**config.mk**
```make
export PLATFORM = sky130hd
export DESIGN_NAME = lcd_psram_sched
export DESIGN_NICKNAME = d
export VERILOG_FILES = /design/src/rtl/lcd_psram_sched.sv
export SDC_FILE = /design/constraint.sdc
export NUM_CORES = 1
export LEC_CHECK = 0
export CORE_ASPECT_RATIO = 0.6
export CORE_MARGIN = 5
export CORE_UTILIZATION = 45
export CTS_CLUSTER_SIZE = 12
export DETAILED_ROUTE_END_ITERATION = 6
export GPL_TIMING_DRIVEN = 0
export PLACE_DENSITY = 0.68
export SLEW_MARGIN = 10
export SYNTH_ARGS = -nofsm -noshare
export SYNTH_HDL_FRONTEND = slang
export SYNTH_SLANG_ARGS = --single-unit
```
**constraint.sdc**
```tcl
create_clock -name LCD_PCLK -period 2.15 [get_ports LCD_PCLK]
set_clock_uncertainty 0.1 [all_clocks]
set_input_delay 0.3225 -clock LCD_PCLK [delete_from_list [all_inputs] [get_ports LCD_PCLK]]
set_output_delay 0.3225 -clock LCD_PCLK [all_outputs]
set_load 0.05 [all_outputs]
```
**src/rtl/lcd_psram_sched.sv**
```systemverilog
// lcd_psram_sched
// Frame scheduler and PSRAM ownership arbiter for the LCD scan-out path.
// It generates the raw LCD timing (hsync/vsync/den, active-high, before any
// output inversion). It issues one line-prefetch request per active line to
// the PSRAM fetch engine. It lends the PSRAM pins to the MCU only inside
// vertical blanking, using a req/ack handshake with bus turnaround.
// Every output is a flop, so a decode of counter position n appears after
// edge n.

module lcd_psram_sched #(
  parameter int H_ACTIVE    = 480,
  parameter int H_FP        = 2,
  parameter int H_SYNC      = 41,
  parameter int H_TOTAL     = 525,
  parameter int V_ACTIVE    = 272,
  parameter int V_FP        = 2,
  parameter int V_SYNC      = 10,
  parameter int V_TOTAL     = 286,
  parameter int TURN_CYCLES = 4
) (
  input  logic       LCD_PCLK,
  input  logic       GLOBAL_RESET,
  input  logic       mcu_req,
  input  logic       fetch_busy,
  input  logic       line_ack,
  output logic       line_req,
  output logic [8:0] line_addr,
  output logic       psram_ctrl,
  output logic       mcu_ack,
  output logic       lcd_hsync,
  output logic       lcd_vsync,
  output logic       lcd_den,
  output logic       frame_start,
  output logic       underrun
);

  // Counter and turnaround widths derived from the timing parameters.
  localparam int HW = $clog2(H_TOTAL);
  localparam int VW = $clog2(V_TOTAL);
  localparam int TW = $clog2(TURN_CYCLES + 1);

  // Decode thresholds pre-sized to the counter widths.
  localparam logic [HW-1:0] H_LAST = HW'(H_TOTAL - 1);
  localparam logic [HW-1:0] H_ACT  = HW'(H_ACTIVE);
  localparam logic [HW-1:0] HS_BEG = HW'(H_ACTIVE + H_FP);
  localparam logic [HW-1:0] HS_END = HW'(H_ACTIVE + H_FP + H_SYNC);
  localparam logic [VW-1:0] V_LAST = VW'(V_TOTAL - 1);
  localparam logic [VW-1:0] V_ACT  = VW'(V_ACTIVE);
  localparam logic [VW-1:0] VS_BEG = VW'(V_ACTIVE + V_FP);
  localparam logic [VW-1:0] VS_END = VW'(V_ACTIVE + V_FP + V_SYNC);
  localparam logic [TW-1:0] TURN_LOAD = TW'(TURN_CYCLES);

  // Ownership FSM encoding.
  localparam logic [2:0] ST_LCD   = 3'd0;  // FPGA owns pins, idle
  localparam logic [2:0] ST_DRAIN = 3'd1;  // waiting for fetch traffic to finish
  localparam logic [2:0] ST_REL   = 3'd2;  // pins released, ack not yet given
  localparam logic [2:0] ST_MCU   = 3'd3;  // MCU granted
  localparam logic [2:0] ST_TURN  = 3'd4;  // bus turnaround before reclaiming

  logic [HW-1:0] h_cnt;
  logic [VW-1:0] v_cnt;
  logic [VW-1:0] next_line;
  logic          h_wrap;
  logic          v_last;
  logic          win;
  logic          revoke;
  logic          req_meta;
  logic          req_s;
  logic          rearm;
  logic [2:0]    state;
  logic [2:0]    state_nxt;
  logic [TW-1:0] turn_cnt;

  // Position helpers shared by the decodes, the prefetch and the arbiter.
  assign h_wrap    = (h_cnt == H_LAST);
  assign v_last    = (v_cnt == V_LAST);
  assign next_line = v_last ? '0 : v_cnt + 1'b1;
  // The MCU window is vertical blanking minus the final line, whose slot is
  // used to prefetch line 0 of the next frame.
  assign win       = (v_cnt >= V_ACT) && !v_last;
  assign revoke    = v_last && (h_cnt == '0);

  // Horizontal and vertical pixel position counters.
  // NOTE: sequential state uses non-blocking assignments so every flop in the
  // design samples pre-edge values, independent of block ordering.
  always_ff @(posedge LCD_PCLK or posedge GLOBAL_RESET) begin
    if (GLOBAL_RESET) begin
      h_cnt <= '0;
      v_cnt <= '0;
    end else if (h_wrap) begin
      h_cnt <= '0;
      v_cnt <= v_last ? '0 : v_cnt + 1'b1;
    end else begin
      h_cnt <= h_cnt + 1'b1;
    end
  end

  // Registered raw LCD timing decodes of the current counter position.
  always_ff @(posedge LCD_PCLK or posedge GLOBAL_RESET) begin
    if (GLOBAL_RESET) begin
      lcd_den     <= 1'b0;
      lcd_hsync   <= 1'b0;
      lcd_vsync   <= 1'b0;
      frame_start <= 1'b0;
    end else begin
      lcd_den     <= (h_cnt < H_ACT) && (v_cnt < V_ACT);
      lcd_hsync   <= (h_cnt >= HS_BEG) && (h_cnt < HS_END);
      lcd_vsync   <= (v_cnt >= VS_BEG) && (v_cnt < VS_END);
      frame_start <= (h_cnt == '0) && (v_cnt == '0);
    end
  end

  // Line prefetch request: issued at the end of the active part of a line
  // for the next displayed line; an unacknowledged request is dropped at the
  // end of the line and latched as a sticky underrun. An ack on the same
  // edge as the end-of-line check wins, leaving underrun untouched.
  always_ff @(posedge LCD_PCLK or posedge GLOBAL_RESET) begin
    if (GLOBAL_RESET) begin
      line_req  <= 1'b0;
      line_addr <= '0;
      underrun  <= 1'b0;
    end else begin
      if (line_req && line_ack) begin
        line_req <= 1'b0;
      end else if (line_req && h_wrap) begin
        line_req <= 1'b0;
        underrun <= 1'b1;
      end
      if ((h_cnt == H_ACT) && (next_line < V_ACT)) begin
        line_req  <= 1'b1;
        line_addr <= 9'(next_line);
      end
    end
  end

  // Two-flop synchroniser for the asynchronous MCU request.
  always_ff @(posedge LCD_PCLK or posedge GLOBAL_RESET) begin
    if (GLOBAL_RESET) begin
      req_meta <= 1'b0;
      req_s    <= 1'b0;
    end else begin
      req_meta <= mcu_req;
      req_s    <= req_meta;
    end
  end

  // Ownership next-state logic.
  // NOTE: state_nxt takes a default before the case so every path assigns
  // it and no latch is inferred.
  always_comb begin
    state_nxt = state;
    case (state)
      ST_LCD: begin
        if (req_s && rearm && win) state_nxt = ST_DRAIN;
      end
      ST_DRAIN: begin
        if (!win)                           state_nxt = ST_LCD;
        else if (!line_req && !fetch_busy)  state_nxt = ST_REL;
      end
      ST_REL: begin
        // A release that lands exactly on the revoke point never grants;
        // otherwise the MCU would hold the pins across the line-0 prefetch.
        state_nxt = revoke ? ST_TURN : ST_MCU;
      end
      ST_MCU: begin
        if (!req_s || revoke) state_nxt = ST_TURN;
      end
      ST_TURN: begin
        if (turn_cnt == '0) state_nxt = ST_LCD;
      end
      default: state_nxt = ST_LCD;
    endcase
  end

  // State register, turnaround counter and registered pin-ownership outputs.
  always_ff @(posedge LCD_PCLK or posedge GLOBAL_RESET) begin
    if (GLOBAL_RESET) begin
      state      <= ST_LCD;
      turn_cnt   <= '0;
      psram_ctrl <= 1'b1;
      mcu_ack    <= 1'b0;
    end else begin
      state      <= state_nxt;
      psram_ctrl <= (state_nxt == ST_LCD) || (state_nxt == ST_DRAIN);
      mcu_ack    <= (state_nxt == ST_MCU);
      if ((state != ST_TURN) && (state_nxt == ST_TURN)) begin
        turn_cnt <= TURN_LOAD;
      end else if ((state == ST_TURN) && (turn_cnt != '0)) begin
        turn_cnt <= turn_cnt - 1'b1;
      end
    end
  end

  // Re-arm flag: a granted MCU must drop its request before the next grant.
  always_ff @(posedge LCD_PCLK or posedge GLOBAL_RESET) begin
    if (GLOBAL_RESET) begin
      rearm <= 1'b1;
    end else if ((state != ST_MCU) && (state_nxt == ST_MCU)) begin
      rearm <= 1'b0;
    end else if (!req_s) begin
      rearm <= 1'b1;
    end
  end

endmodule

```
**Word level (Yosys, flattened, before mapping)**

Index checks and enable logic that the tools add are counted.

- $add $sub $neg: 3
- Multipliers: 0
- Div/mod/pow operators: 0
- Order comparisons: 8
- Eq/ne operators: 13
- Shift operators: 0
- Muxes and demuxes: 16
- Bitwise logic cells: 1
- Reductions and logical operators: 30

Operator list:

| cell | count |
|---|---|
| 9-bit less-than comparator, second input constant | 3 |
| 3-bit 2-to-1 mux | 8 |
| 9-bit greater-or-equal comparator, second input constant | 2 |
| 1-bit logical AND | 15 |
| 3-bit one-hot mux with 5 select lines | 1 |
| 10-bit by 1-bit adder with 10-bit output, second input constant | 1 |
| 10-bit == test, second input constant | 1 |
| 10-bit by 9-bit == test with 1-bit output, second input constant | 1 |
| 10-bit by 9-bit greater-or-equal comparator with 1-bit output, second input constant | 1 |
| 10-bit logical NOT | 1 |
| 10-bit less-than comparator, second input constant | 1 |
| 10-bit by 9-bit less-than comparator with 1-bit output, second input constant | 1 |
| 10-bit 2-to-1 mux | 1 |
| 9-bit by 1-bit adder with 9-bit output, second input constant | 1 |
| 3-bit by 2-bit == test with 1-bit output, second input constant | 3 |
| 9-bit == test, second input constant | 1 |
| 3-bit logical NOT | 3 |
| 9-bit logical NOT | 1 |
| 9-bit 2-to-1 mux | 1 |
| 3-bit by 1-bit == test with 1-bit output, second input constant | 2 |
| 3-bit == test, second input constant | 2 |
| 3-bit nonzero test | 2 |
| 1-bit 2-to-1 mux | 5 |
| 1-bit logical NOT | 4 |
| other kinds (8) | 9 |

- Flip-flop bits (word level): 45
- Bits in latches: 0
- Bits in writable memories: 0
- Bits in read-only memories: 0
- Bits of input ports: 5
- Output and inout port bits: 17
- Logic and storage cells: 87
- Memories: 0

**Longest topological paths before layout**

Gate-level depths: netlist of run 1.

- Depth after elaboration: 9
- Gate-level depth with buffers: 8
- Gate-level depth less buffers: 7

**Worst setup path after synthesis of run 1**

Ideal clock, no wire load.

- Path type: register -> register
- Start point: register v_cnt[0]
- End point: register line_addr[0]
- Setup time: 0.125 ns
- Arrival time: 1.952 ns
- Required time: 1.925 ns
- Slack: -0.027 ns
- Stages on the path, launching flop included: 7
- Buffers on the path: 0
- Clock period less this slack: 2.177 ns
- Cell sequence: dfrtp_1 > ha_1 > nand3_1 > o21ai_0 > o311ai_4 > o2bb2ai_4 > mux2_4

- Word-level cells in the longest chain between the ends: 4
- Elaborated cells between the ends (all ways): 5
- Those cells by class: add/sub: 1; order compare: 1; eq/ne: 1; mux: 1; reduce/logical: 1

RTL lines:

| element | RTL line | text |
|---|---|---|
| start: declaration | 61 | `logic [VW-1:0] v_cnt;` |
| start signal: assignment | 92 | `v_cnt <= v_last ? '0 : v_cnt + 1'b1;` |
| 9-bit by 1-bit adder with 9-bit output / 9-bit == test (equally long branches) | 77, 76 |  |
| 9-bit 2-to-1 mux * | 77 | `assign next_line = v_last ? '0 : v_cnt + 1'b1;` |
| 9-bit less-than comparator | 129 | `if ((h_cnt == H_ACT) && (next_line < V_ACT)) begin` |
| 1-bit logical AND | 129 |  |
| end signal: assignment | 131 | `line_addr <= 9'(next_line);` |
| end: declaration | 27 | `output logic [8:0] line_addr,` |

Every way passes the cells marked *; elsewhere a longest branch is shown, timed or not.
A chain may end at the register's enable or synchronous reset.

**Worst setup path in the final report of run 1**

- Start point: register v_cnt[7]
- End point: register line_addr[2]

Same word-level chain as after synthesis.

==> impl_metrics.ini, run 1 <==
[run_status]
status = completed

[job]
drv_cap = 0

[finish]
final_layout_size_suffix_gt1_share_pct = 24.0
mostFrequentLayoutCells = dfrtp_1, nand2_1, clkdlybuf4s50_1
finish.utilization_pct = 59.3
area_growth_pct = 29.9
layout_commonest_cell = dfrtp_1
n_fill_cell = 420
register_area_sq_mm = 0.00114
diodes = 0
nets = 282
multi_input_area_sq_mm = 0.00113

[timing]
layout_min_cycle_time_ns = 2.14
whs_ns = 0.178
slew_headroom_pct = 66.7
rsz0062_at_grt = yes
tightestPinTransition_ns = 0.498
hold_viol = 0
setup_violations = 0
max_freq_mhz = 468
maxSlewViolCount = 0
setup_slack_ns = 0.0122
period_share_pct = 99.4

[power_and_ir_drop]
power_density_mw_per_mm2 = 527
p_leak_nw = 1.26
irDropWorstVdd_mv = 0.281
totalPowerFinal_mw = 1.55

[detailed_routing]
totalWireLength_um = 4920
vias = 1732
drt_iter0_markers = 162
post_drt_via_cell_ratio = 5.14
ant_nets = 0
wl_per_cell_um = 14.6
drcViolationCount = 0
first_pass_iters = 4

[setup_path]
crit_family = simple AND/OR/NAND/NOR gates
path_max_fanout = 6
cp_data_required_time_ns = 2.23
path_cells = or3_1 > buf_6 > nor3_4 > o311ai_4 > o2bb2ai_4 > mux2_4
cp_slowest_cell = dfrtp_2
end_kind = flip-flop
r2r.worst_path.cells = 6
path_depth = 6
path_class = flip-flop to flip-flop
cp_slowest_stage_delay_ns = 0.45
path_buf_inv = 1
cp_data_arrival_time_ns = 2.22
cp-start-kind = flip-flop

[logic_synthesis]
ys_types = 47
netlist_area_sq_mm = 0.00226
ys_ff_latch = 45
synth_edf_count = 0
syn_inst = 226
async_flop_share_pct = 100
syn_nets = 238
yosysWarnings = 0
synth_area_per_cell_sq_um = 10.0
synthFlopType = dfrtp_1
ys_seq_area_share_pct = 49.9

[placement]
pre_cts_ws_ns = -0.224
io_buffers = 21
hpwl_um = 3330
gp_congestion = 0.839

[clock_network]
cts_tree = done
cts_sinks = 45
root_buffer = clkbuf_8
cts_made_buffers = 5
h-tree-depth = 2
clk_latency_ns = 0.30
clockBufferDepth = 2
clk_pin_slew_ns = 0.09

[worst_hold_path]
hp-class = input port to asynchronous set/reset pin

[floorplanning]
die_x_um = 102
rows = 20
dieHeight_um = 64.9
core_area_sq_mm = 0.00495
initial_utilization_pct = 45.7
top_level_ports = 22
die-area_sq_mm = 0.00659

[grt]
track_usage_pct = 15.4
antenna_found_initial = 0
grt_pass1_vias = 1641
grt_pass1_wl_um = 7980
grt-ovfl-total = 0
grt_start_max_net_pins = 36
## path summary, 6_finish.rpt
| path | slack (ns) | startpoint | end |
|---|---|---|---|
| max reg2reg | 0.01 | v_cnt[7] | line_addr[2] |
| min reg2reg | 0.26 | req_meta | req_s |
| min | 0.18 | GLOBAL_RESET | line_addr[8] |
| max | 0.01 | v_cnt[7] | line_addr[2] |
| max in group asynchronous | 1.25 | GLOBAL_RESET | rearm |
| min in group LCD_PCLK | 0.26 | req_meta | req_s |
## area by class of cell
type	instances	share of cell area (%)
multi-input cells	155	38.4
clock inverters	2	1.28
plain buffers	5	1.15
clock buffers	6	2.81
flip-flops and latches	45	38.7
well taps	66	2.81
repair buffers	40	12.6
inverters	18	2.30
## where the power goes
part | switching, mW | leakage [nW] | internal [mW]
Sequential | 0.000998 | 0.587 | 0.847
Combinational | 0.0183 | 0.620 | 0.0107
Clock | 0.293 | 0.0574 | 0.378
## state kept, by name (all words and copies together), names as in the netlist
register,flops
frame_start,1
rearm,1
underrun,1
lcd_vsync,1
v_cnt,9
line_addr,9
line_req,1
psram_ctrl,1
req_meta,1
lcd_den,1
turn_cnt,3
h_cnt,10
mcu_ack,1
lcd_hsync,1
state,3
req_s,1
## repair_timing
item                                    CTS  global route
setup buffers                             9             9
pin swaps                                 6             9
gates cloned                              0             0
resized for setup                         9            21
endpoints found under the setup margin   16            16
hold buffers                              0             0
## worst reg2reg max path, delay by kind of cell, from the launching register on
| kind | cells | cell delay (ns) |
|---|---|---|
| muxes | 1 | 0.34 |
| DFF | 1 | 0.45 |
| AOI/OAI and AO/OA | 2 | 0.45 |
| and+or+nand+nor | 2 | 0.55 |
| buffers and inverters | 1 | 0.14 |
## kinds of logic after synthesis
kind of cell             share of synthesized area, %
AO/OA/AOI/OAI                                    13.5
XOR/XNOR                                         4.64
adder cells (fa/ha/maj)                          3.87
buffers and inverters                            4.86
flip-flops                                       49.9
multiplexers                                     2.65
AND/OR/NAND/NOR                                  20.6
## cell usage after synthesis, drive strengths merged, types with 4 or more instances
cell type	number	area share [%]
dfrtp	43	48
nand2	22	3.6
nor2	20	3.3
inv	18	3.0
o21ai	14	3.1
nand3	9	2.0
ha	7	3.9
nor3	6	1.8
xnor2	6	2.3
xor2	6	2.3
a21oi	5	1.1
buf	5	1.4
and2	4	1.1
nand2b	4	1.1
nand4	4	1.1
nor2b	4	1.1
o22ai	4	1.1
## routing by layer
layer  vias to the layer above  wire length, um  global-route usage (%)
met5                         -                0                       0
met3                         2              239                    3.55
met2                        35             2020                    20.8
met4                         0               15                    3.48
met1                       822             2650                    24.6
li1                        873                -                       -
## metrics by stage
stage | setup TNS, ns | std cells | instance area, sq um
CTS | -0.00900 | 330 | 2790
global placement | -12.55 | 313 | 2560
global route | -0.473 | 337 | 2940
detailed placement | -1.27 | 314 | 2580
floorplan | 0 | 226 | 2270
finish | 0 | 337 | 2940
(Power assumes the default switching activity.)
==> run 2: changes to the inputs <==
--- a/config.mk
+++ b/config.mk
@@ -5,13 +5,12 @@
 export SDC_FILE = /design/constraint.sdc
 export NUM_CORES = 1
 export LEC_CHECK = 0
-export CORE_ASPECT_RATIO = 0.6
 export CORE_MARGIN = 5
 export CORE_UTILIZATION = 45
 export CTS_CLUSTER_SIZE = 12
 export DETAILED_ROUTE_END_ITERATION = 6
+export DONT_BUFFER_PORTS = 1
 export GPL_TIMING_DRIVEN = 0
-export PLACE_DENSITY = 0.68
 export SLEW_MARGIN = 10
 export SYNTH_ARGS = -nofsm -noshare
 export SYNTH_HDL_FRONTEND = slang
==> run 2 against run 1 <==
Final area shrank 11%. Maximum frequency rose by 2.0%. Register-to-register slack improved by 0.04 ns. Via count is 2.9% lower. Setup slack better by 0.043 ns. Largest power group unchanged. Sequential share of layout area rose by 4.5 points. Global-route usage is 0.58 points lower. Core utilization down 4.7 points. Clock-buffer cell count down 1.
==> impl_metrics.ini, run 2 (synthesis results as in run 1) <==
[run_status]
status = completed

[detailed_routing]
ant_nets = 0
vias = 1681
totalWireLength_um = 4540
wl_per_cell_um = 14.5
first_pass_iters = 4
drt_iter0_markers = 96
drcViolationCount = 0
post_drt_via_cell_ratio = 5.37

[timing]
layout_min_cycle_time_ns = 2.10
setup_violations = 0
setup_slack_ns = 0.0548
max_freq_mhz = 477
slew_headroom_pct = 61.7
maxSlewViolCount = 0
period_share_pct = 97.5
tightestPinTransition_ns = 0.575
hold_viol = 0

[floorplanning]
die_x_um = 80.9
initial_utilization_pct = 47.0
top_level_ports = 22
dieHeight_um = 80.9
core_area_sq_mm = 0.00482
die-area_sq_mm = 0.00655
rows = 25

[worst_hold_path]
hold_depth = 3
hp-class = input port to flip-flop

[power_and_ir_drop]
p_leak_nw = 1.15
irDropWorstVdd_mv = 0.399
power_density_mw_per_mm2 = 527

[clock_network]
clk_pin_slew_ns = 0.08
cts_tree = done
cts_sinks = 45
root_buffer = clkbuf_8
clockBufferDepth = 2
cts_made_buffers = 5
clk_latency_ns = 0.30
h-tree-depth = 2

[finish]
n_fill_cell = 452
area_growth_pct = 16.3
reg.largest.list = h_cnt: 10 flops, line_addr: 9 flops, v_cnt: 9 flops
final_layout_size_suffix_gt1_share_pct = 23.2
final_cell_area_sq_mm = 0.00263
layout_commonest_cell = dfrtp_1
nets = 257
mostFrequentLayoutCells = dfrtp_1, nand2_1, nor2_1
largest_reg_flops = 10
diodes = 0
regMostFlops = h_cnt

[setup_path]
path_class = flip-flop to flip-flop
cp-start-kind = flip-flop
end_kind = flip-flop
path_max_fanout = 7
path_cells = nand3_1 > or2_2 > o31a_1 > o2bb2ai_4 > mux2_4
r2r.worst_path.cells = 5
cp_data_arrival_time_ns = 2.18
cp_slowest_cell = dfrtp_1
cp_slowest_stage_delay_ns = 0.50
cp_data_required_time_ns = 2.24

[placement]
placed_cell_area_sq_mm = 0.00237
gp_congestion = 0.842
hpwl_um = 3150
pre_cts_ws_ns = -0.209
io_buffers = 0

[grt]
grt_pass1_wl_um = 7500
track_usage_pct = 14.8
grt_start_max_net_pins = 31
grt_pass1_vias = 1567
grt-ovfl-total = 0
antenna_found_initial = 0

[job]
drv_cap = 0
run 2: path summary, 6_finish.rpt:
path	startpoint	slack, ns	to
setup / recovery	v_cnt[4]	0.05	line_addr[0]
hold / removal	fetch_busy	0.12	state[1]
setup reg to reg	v_cnt[4]	0.05	line_addr[0]
hold reg to reg	req_meta	0.26	req_s
max in group asynchronous	GLOBAL_RESET	1.05	psram_ctrl
min in group asynchronous	GLOBAL_RESET	0.35	req_meta
run 2: area by class of cell:
type	count	area, sq um	area share [%]
Clock inverter	3	17.5	0.666
Clock buffer	5	68.8	2.62
Sequential cell	45	1140	43.2
Tap cell	67	83.8	3.19
Timing Repair Buffer	15	130	4.95
Buffer	5	25.0	0.951
Multi-Input combinational cell	155	1100	41.9
Inverter	18	67.6	2.57
run 2: per-layer routing:
layer	track usage (%)	part of all wire, %	vias to the layer above
li1	-	-	826
met4	4.05	1.1	0
met1	20.8	50	819
met5	0	0	-
met3	3.99	3.8	6
met2	22.7	45	30
run 2: critical path: cells and delay by family (launching register included):
kind	cells	cell delay, ns
AO/OA/AOI/OAI	2	0.48
flip-flops	1	0.50
multiplexers	1	0.32
AND/OR/NAND/NOR	2	0.59
run 2: what timing repair did:
item	CTS	global route
pin swaps	4	7
gates resized for setup	9	16
hold buffers	2	0
buffers inserted	7	5
endpoints found under the hold margin	16	0
endpoints found under the setup margin	16	17
run 2: where the power goes:
part | switching [mW] | total [mW] | leakage (nW) | internal, mW
combinational | 0.0178 | 0.0246 | 0.515 | 0.00683
sequential | 0.00104 | 0.848 | 0.590 | 0.847
clock | 0.290 | 0.515 | 0.0439 | 0.225
run 2: metrics by stage:
stage          utilization, %    TNS, ns  hold slack [ns]  instances  total power, mW
2_1_floorplan               -          0            0.231        226            0.879
3_3_place_gp             48.8      -1.23            0.235        293            0.884
3_5_place_dp             49.2      -1.17           0.0995        294            0.889
4_1_cts                  53.0  -0.000203            0.117        310             1.40
5_1_grt                  54.6    -0.0362            0.148        313             1.44
6_report                 54.6          0            0.123        313             1.39
==> run 3: changes to the inputs <==
--- a/config.mk
+++ b/config.mk
@@ -6,11 +6,12 @@
 export NUM_CORES = 1
 export LEC_CHECK = 0
 export CORE_MARGIN = 5
-export CORE_UTILIZATION = 45
+export CORE_UTILIZATION = 30
 export CTS_CLUSTER_SIZE = 12
 export DETAILED_ROUTE_END_ITERATION = 6
 export DONT_BUFFER_PORTS = 1
 export GPL_TIMING_DRIVEN = 0
+export SETUP_SLACK_MARGIN = 0.5
 export SLEW_MARGIN = 10
 export SYNTH_ARGS = -nofsm -noshare
 export SYNTH_HDL_FRONTEND = slang
==> run 3 against run 2 <==
Setup slack gained 0.0081 ns. Clock power increased by 12%. Core utilization down 12 points. Clock-buffer cell count grew 2. Worst hold slack improved by 0.014 ns. First-iteration DRC count fell by 40%.
==> impl_metrics.ini, run 3 (synthesis results as in run 1) <==
[run_status]
status = completed

[power_and_ir_drop]
p_leak_nw = 1.33
totalPowerFinal_mw = 1.45
power_density_mw_per_mm2 = 463
irDropWorstVdd_mv = 0.166

[finish]
n_fill_cell = 717
largest_reg_flops = 10
final_layout_size_suffix_gt1_share_pct = 45.7
regMostFlops = h_cnt
multi_input_area_sq_mm = 0.00133
final_cell_area_sq_mm = 0.00313
reg.largest.list = h_cnt: 10 flops, line_addr: 9 flops, v_cnt: 9 flops
nets = 276
diodes = 0
register_area_sq_mm = 0.00114
layout_commonest_cell = dfrtp_1
mostFrequentLayoutCells = dfrtp_1, buf_4, nand2_1
area_growth_pct = 38.3
finish.utilization_pct = 42.9

[worst_hold_path]
hp-class = input port to flip-flop
hold_start = fetch_busy

[floorplanning]
die_x_um = 96.9
initial_utilization_pct = 31.0
top_level_ports = 22
core_area_sq_mm = 0.00729
rows = 31
dieHeight_um = 96.9
die-area_sq_mm = 0.00938

[setup_path]
path_class = flip-flop to flip-flop
startpoint = v_cnt[6]
cp_data_required_time_ns = 2.24
cp-start-kind = flip-flop
path_max_fanout = 6
end_kind = flip-flop
timing.rr.start = v_cnt[6]
cp_data_arrival_time_ns = 2.17

[detailed_routing]
vias = 1727
ant_nets = 0
totalWireLength_um = 5090
first_pass_iters = 4
drcViolationCount = 0
wl_per_cell_um = 14.0
post_drt_via_cell_ratio = 4.74
drt_iter0_markers = 58

[job]
drv_cap = 0

[clock_network]
clockBufferDepth = 2
clk_latency_ns = 0.30
clk_pin_slew_ns = 0.09
cts_sinks = 45
cts_tree = done
cts_made_buffers = 5
root_buffer = clkbuf_8
h-tree-depth = 2

[timing]
tightestPinTransition_ns = 0.610
setup_violations = 0
maxSlewViolCount = 0
rsz0062_at_grt = yes
layout_min_cycle_time_ns = 2.09
period_share_pct = 97.1
hold_viol = 0
slew_headroom_pct = 59.3
max_freq_mhz = 479
whs_ns = 0.137

[grt]
grt_start_max_net_pins = 34
antenna_found_initial = 0
grt_pass1_vias = 1660
grt-ovfl-total = 0
grt_pass1_wl_um = 8310
track_usage_pct = 10.7

[placement]
placed_cell_area_sq_mm = 0.00248
io_buffers = 0
gp_congestion = 0.810
hpwl_um = 3300
run 3: layout make-up:
cell class	instances	area share (%)
plain buffers	8	2.88
clock buffers	7	3.08
clock inverters	1	0.160
inverters	18	2.16
multi-input cells	155	42.6
flip-flops and latches	45	36.4
well taps	99	3.96
repair buffers	31	8.83
run 3: worst paths after layout:
check / to / slack [ns] / cells past startpoint
max: line_addr[2] / 0.06 / 6
max in group asynchronous: psram_ctrl / 1.11 / 3
max reg2reg: line_addr[2] / 0.06 / 6
min: state[1] / 0.14 / 3
min in group asynchronous: frame_start / 0.31 / 2
min reg2reg: req_s / 0.25 / 0
run 3: power by group:
group,switching [mW],internal [mW]
clock network,0.285,0.291
registers,0.00115,0.847
logic,0.0175,0.00687
total,0.304,1.15
run 3: critical path: stages, from the launching register on:
cell and delay, ns:
dfrtp_2 0.43, or3_4 0.39, buf_6 0.13, o22a_1 0.23
o21ai_4 0.16, o2bb2ai_4 0.20, mux2_4 0.33
run 3: repair_timing:
action,4_1_cts,5_1_grt
cloned,2,0
setup endpoints to repair,36,36
hold endpoints to repair,13,0
resized for setup,40,42
hold buffers,2,0
pin swaps,17,14
setup buffers,17,9
run 3: per-layer routing:
| metal | GRT usage [%] | wire length (um) |
|---|---|---|
| met4 | 3.35 | 95 |
| met1 | 13.7 | 2300 |
| met5 | 0 | 0 |
| met2 | 17.1 | 2480 |
| met3 | 3.60 | 209 |
run 3: per-stage QoR:
| stage | cells | TNS, ns | worst slack, ns |
|---|---|---|---|
| floorplan | 226 | 0 | 0.0791 |
| global placement | 325 | -0.474 | -0.183 |
| detailed placement | 326 | -0.403 | -0.168 |
| CTS | 355 | -0.0440 | -0.0218 |
| global route | 364 | 0 | 0.0118 |
| finish | 364 | 0 | 0.0629 |
==> edit, RTL diff (config.mk and constraints of run 3) <==
Set the parameter `H_TOTAL` to 262 (it was 525).
--- a/src/rtl/lcd_psram_sched.sv
+++ b/src/rtl/lcd_psram_sched.sv
@@ -11,7 +11,7 @@
   parameter int H_ACTIVE    = 480,
   parameter int H_FP        = 2,
   parameter int H_SYNC      = 41,
-  parameter int H_TOTAL     = 525,
+  parameter int H_TOTAL     = 262,
   parameter int V_ACTIVE    = 272,
   parameter int V_FP        = 2,
   parameter int V_SYNC      = 10,
Formal check against the unedited RTL: same outputs for any inputs over 10 cycles, from zero or initial values and one cycle with GLOBAL_RESET high; that may be too few to reach the edited logic, so the function may still have changed.
==> edit against run 3 <==
  * The run now ends with setup timing left
  * Sequential cell count down 1
  * Global-route usage increased by 0.092 points
  * Worst setup slack worse by 0.15 ns
  * Synthesized area shrank 2.0%
  * Power grew 2.5%
  * First-iteration DRC count decreased by 12%
  * Sequential power decreased by 2%
  * Design area fell by 5.8%
  * Utilization shrank 2.1 points
  * Routed wire length decreased by 8.8%
  * Largest power group unchanged
  * Highest routed layer unchanged
==> edit: results (changes against run 3) <==
Worst Hold Endpoint -> underrun
crit path to -> line_req
# nets final -> 258 (-6.5%)
Worst slew margin -> 0.6515 (+0.05811)
Final setup viols -> 7 (+7)
top cells by area, synth -> dfrtp_1 (47%), ha_1 (4.5%), xnor2_1 (4.3%)
M2 GR Usage -> 0.1691 (-0.002381)
status -> finished with violations
largest net degree at the start of global routing -> 29 (-15%)
Final WS setup -> -0.08287 ns (-0.1458 ns)
DR WL/cell -> 13.44 µm (-3.8%)
Filler cells -> 697 (-2.8%)
met1 usage -> 0.1439 (+0.006990)
via count -> 1591 (-7.9%)
Place WS -> -0.2129 ns (-0.04482 ns)
Cell Area, Placed -> 2420 µm² (-2.6%)
first-pass GRT wire length -> 7838 µm (-5.6%)
post-synth net total -> 224 (-5.9%)
hold slack -> 0.1517 ns (+0.01497 ns)
VDD IR max -> 0.2142 mV (+29%)
Leak Pwr -> 0.001249 µW (-6.3%)
Syn Area/Cell -> 10.51 µm² (+5.0%)
Critical Path AT -> 2.32 ns (+0.15 ns)
hold_sp -> line_ack
register area share after synthesis -> 0.4975 (-0.001156)
setup_tns -> -0.5263 ns (-0.5263 ns)
failing checks -> setup timing
length of routed met3 wiring -> 185 µm (-11%)
critical path peak fanout -> 8 (+2)
R2R cell count -> 8 (+2)
Vias/cell -> 4.612 (-2.8%)
==> edit: cell types whose count changed after synthesis, moves of 3 or more <==
cell,delta
o22ai_1,-4
buf_2,-4
mux2_4,+3
nand2_1,-3
o21ai_0,+3
xor2_1,-4
and3_1,-3
inv_1,-4
xnor2_1,+5
==> edit: area by class of cell <==
cell class	count	area, µm²	share of cell area
Multi-Input combinational cell	146	1231	0.4177
Tap cell	99	123.9	0.04202
Sequential cell	44	1106	0.3752
Clock inverter	2	35.03	0.01188
Timing Repair Buffer	27	242.7	0.08234
Buffer	7	83.83	0.02844
Inverter	14	52.55	0.01783
Clock buffer	6	72.57	0.02462
==> edit: cell families (layout without fill, tap and decap cells) <==
group           count (synthesis)  count (layout)  synth area share
xor+xnor                       13              13           0.05133
mux                             8               8           0.04794
fa+ha+maj                       8               8           0.04512
flops                          44              44            0.4975
other cells                     1               1          0.001690
simple gates                   81              81            0.1952
buf+inv                        21              56           0.05189
compound gates                 35              35            0.1094
==> edit: repair_timing <==
item | 4_1_cts | 5_1_grt
hold buffers | 2 | 0
setup endpoints to repair | 37 | 32
gates resized for setup | 38 | 15
cloned | 0 | 0
setup buffers | 20 | 4
pin swaps | 12 | 7
hold endpoints to repair | 17 | 0
==> edit: power by group <==
| part | leakage, µW | switching (µW) | internal, µW |
|---|---|---|---|
| clock network | 0.0000552 | 281 | 345 |
| logic | 0.000614 | 18.0 | 7.31 |
| registers | 0.000579 | 4.77 | 830 |
| total | 0.00125 | 304 | 1180 |
==> edit: critical path, stage by stage (launching register included) <==
cell and delay, ns:
dfrtp_1 0.47, and2_2 0.30, nand3_4 0.17, mux2i_4 0.29, a221oi_4 0.10, o21ai_4 0.36
buf_4 0.19, buf_6 0.08, o21ai_0 0.06
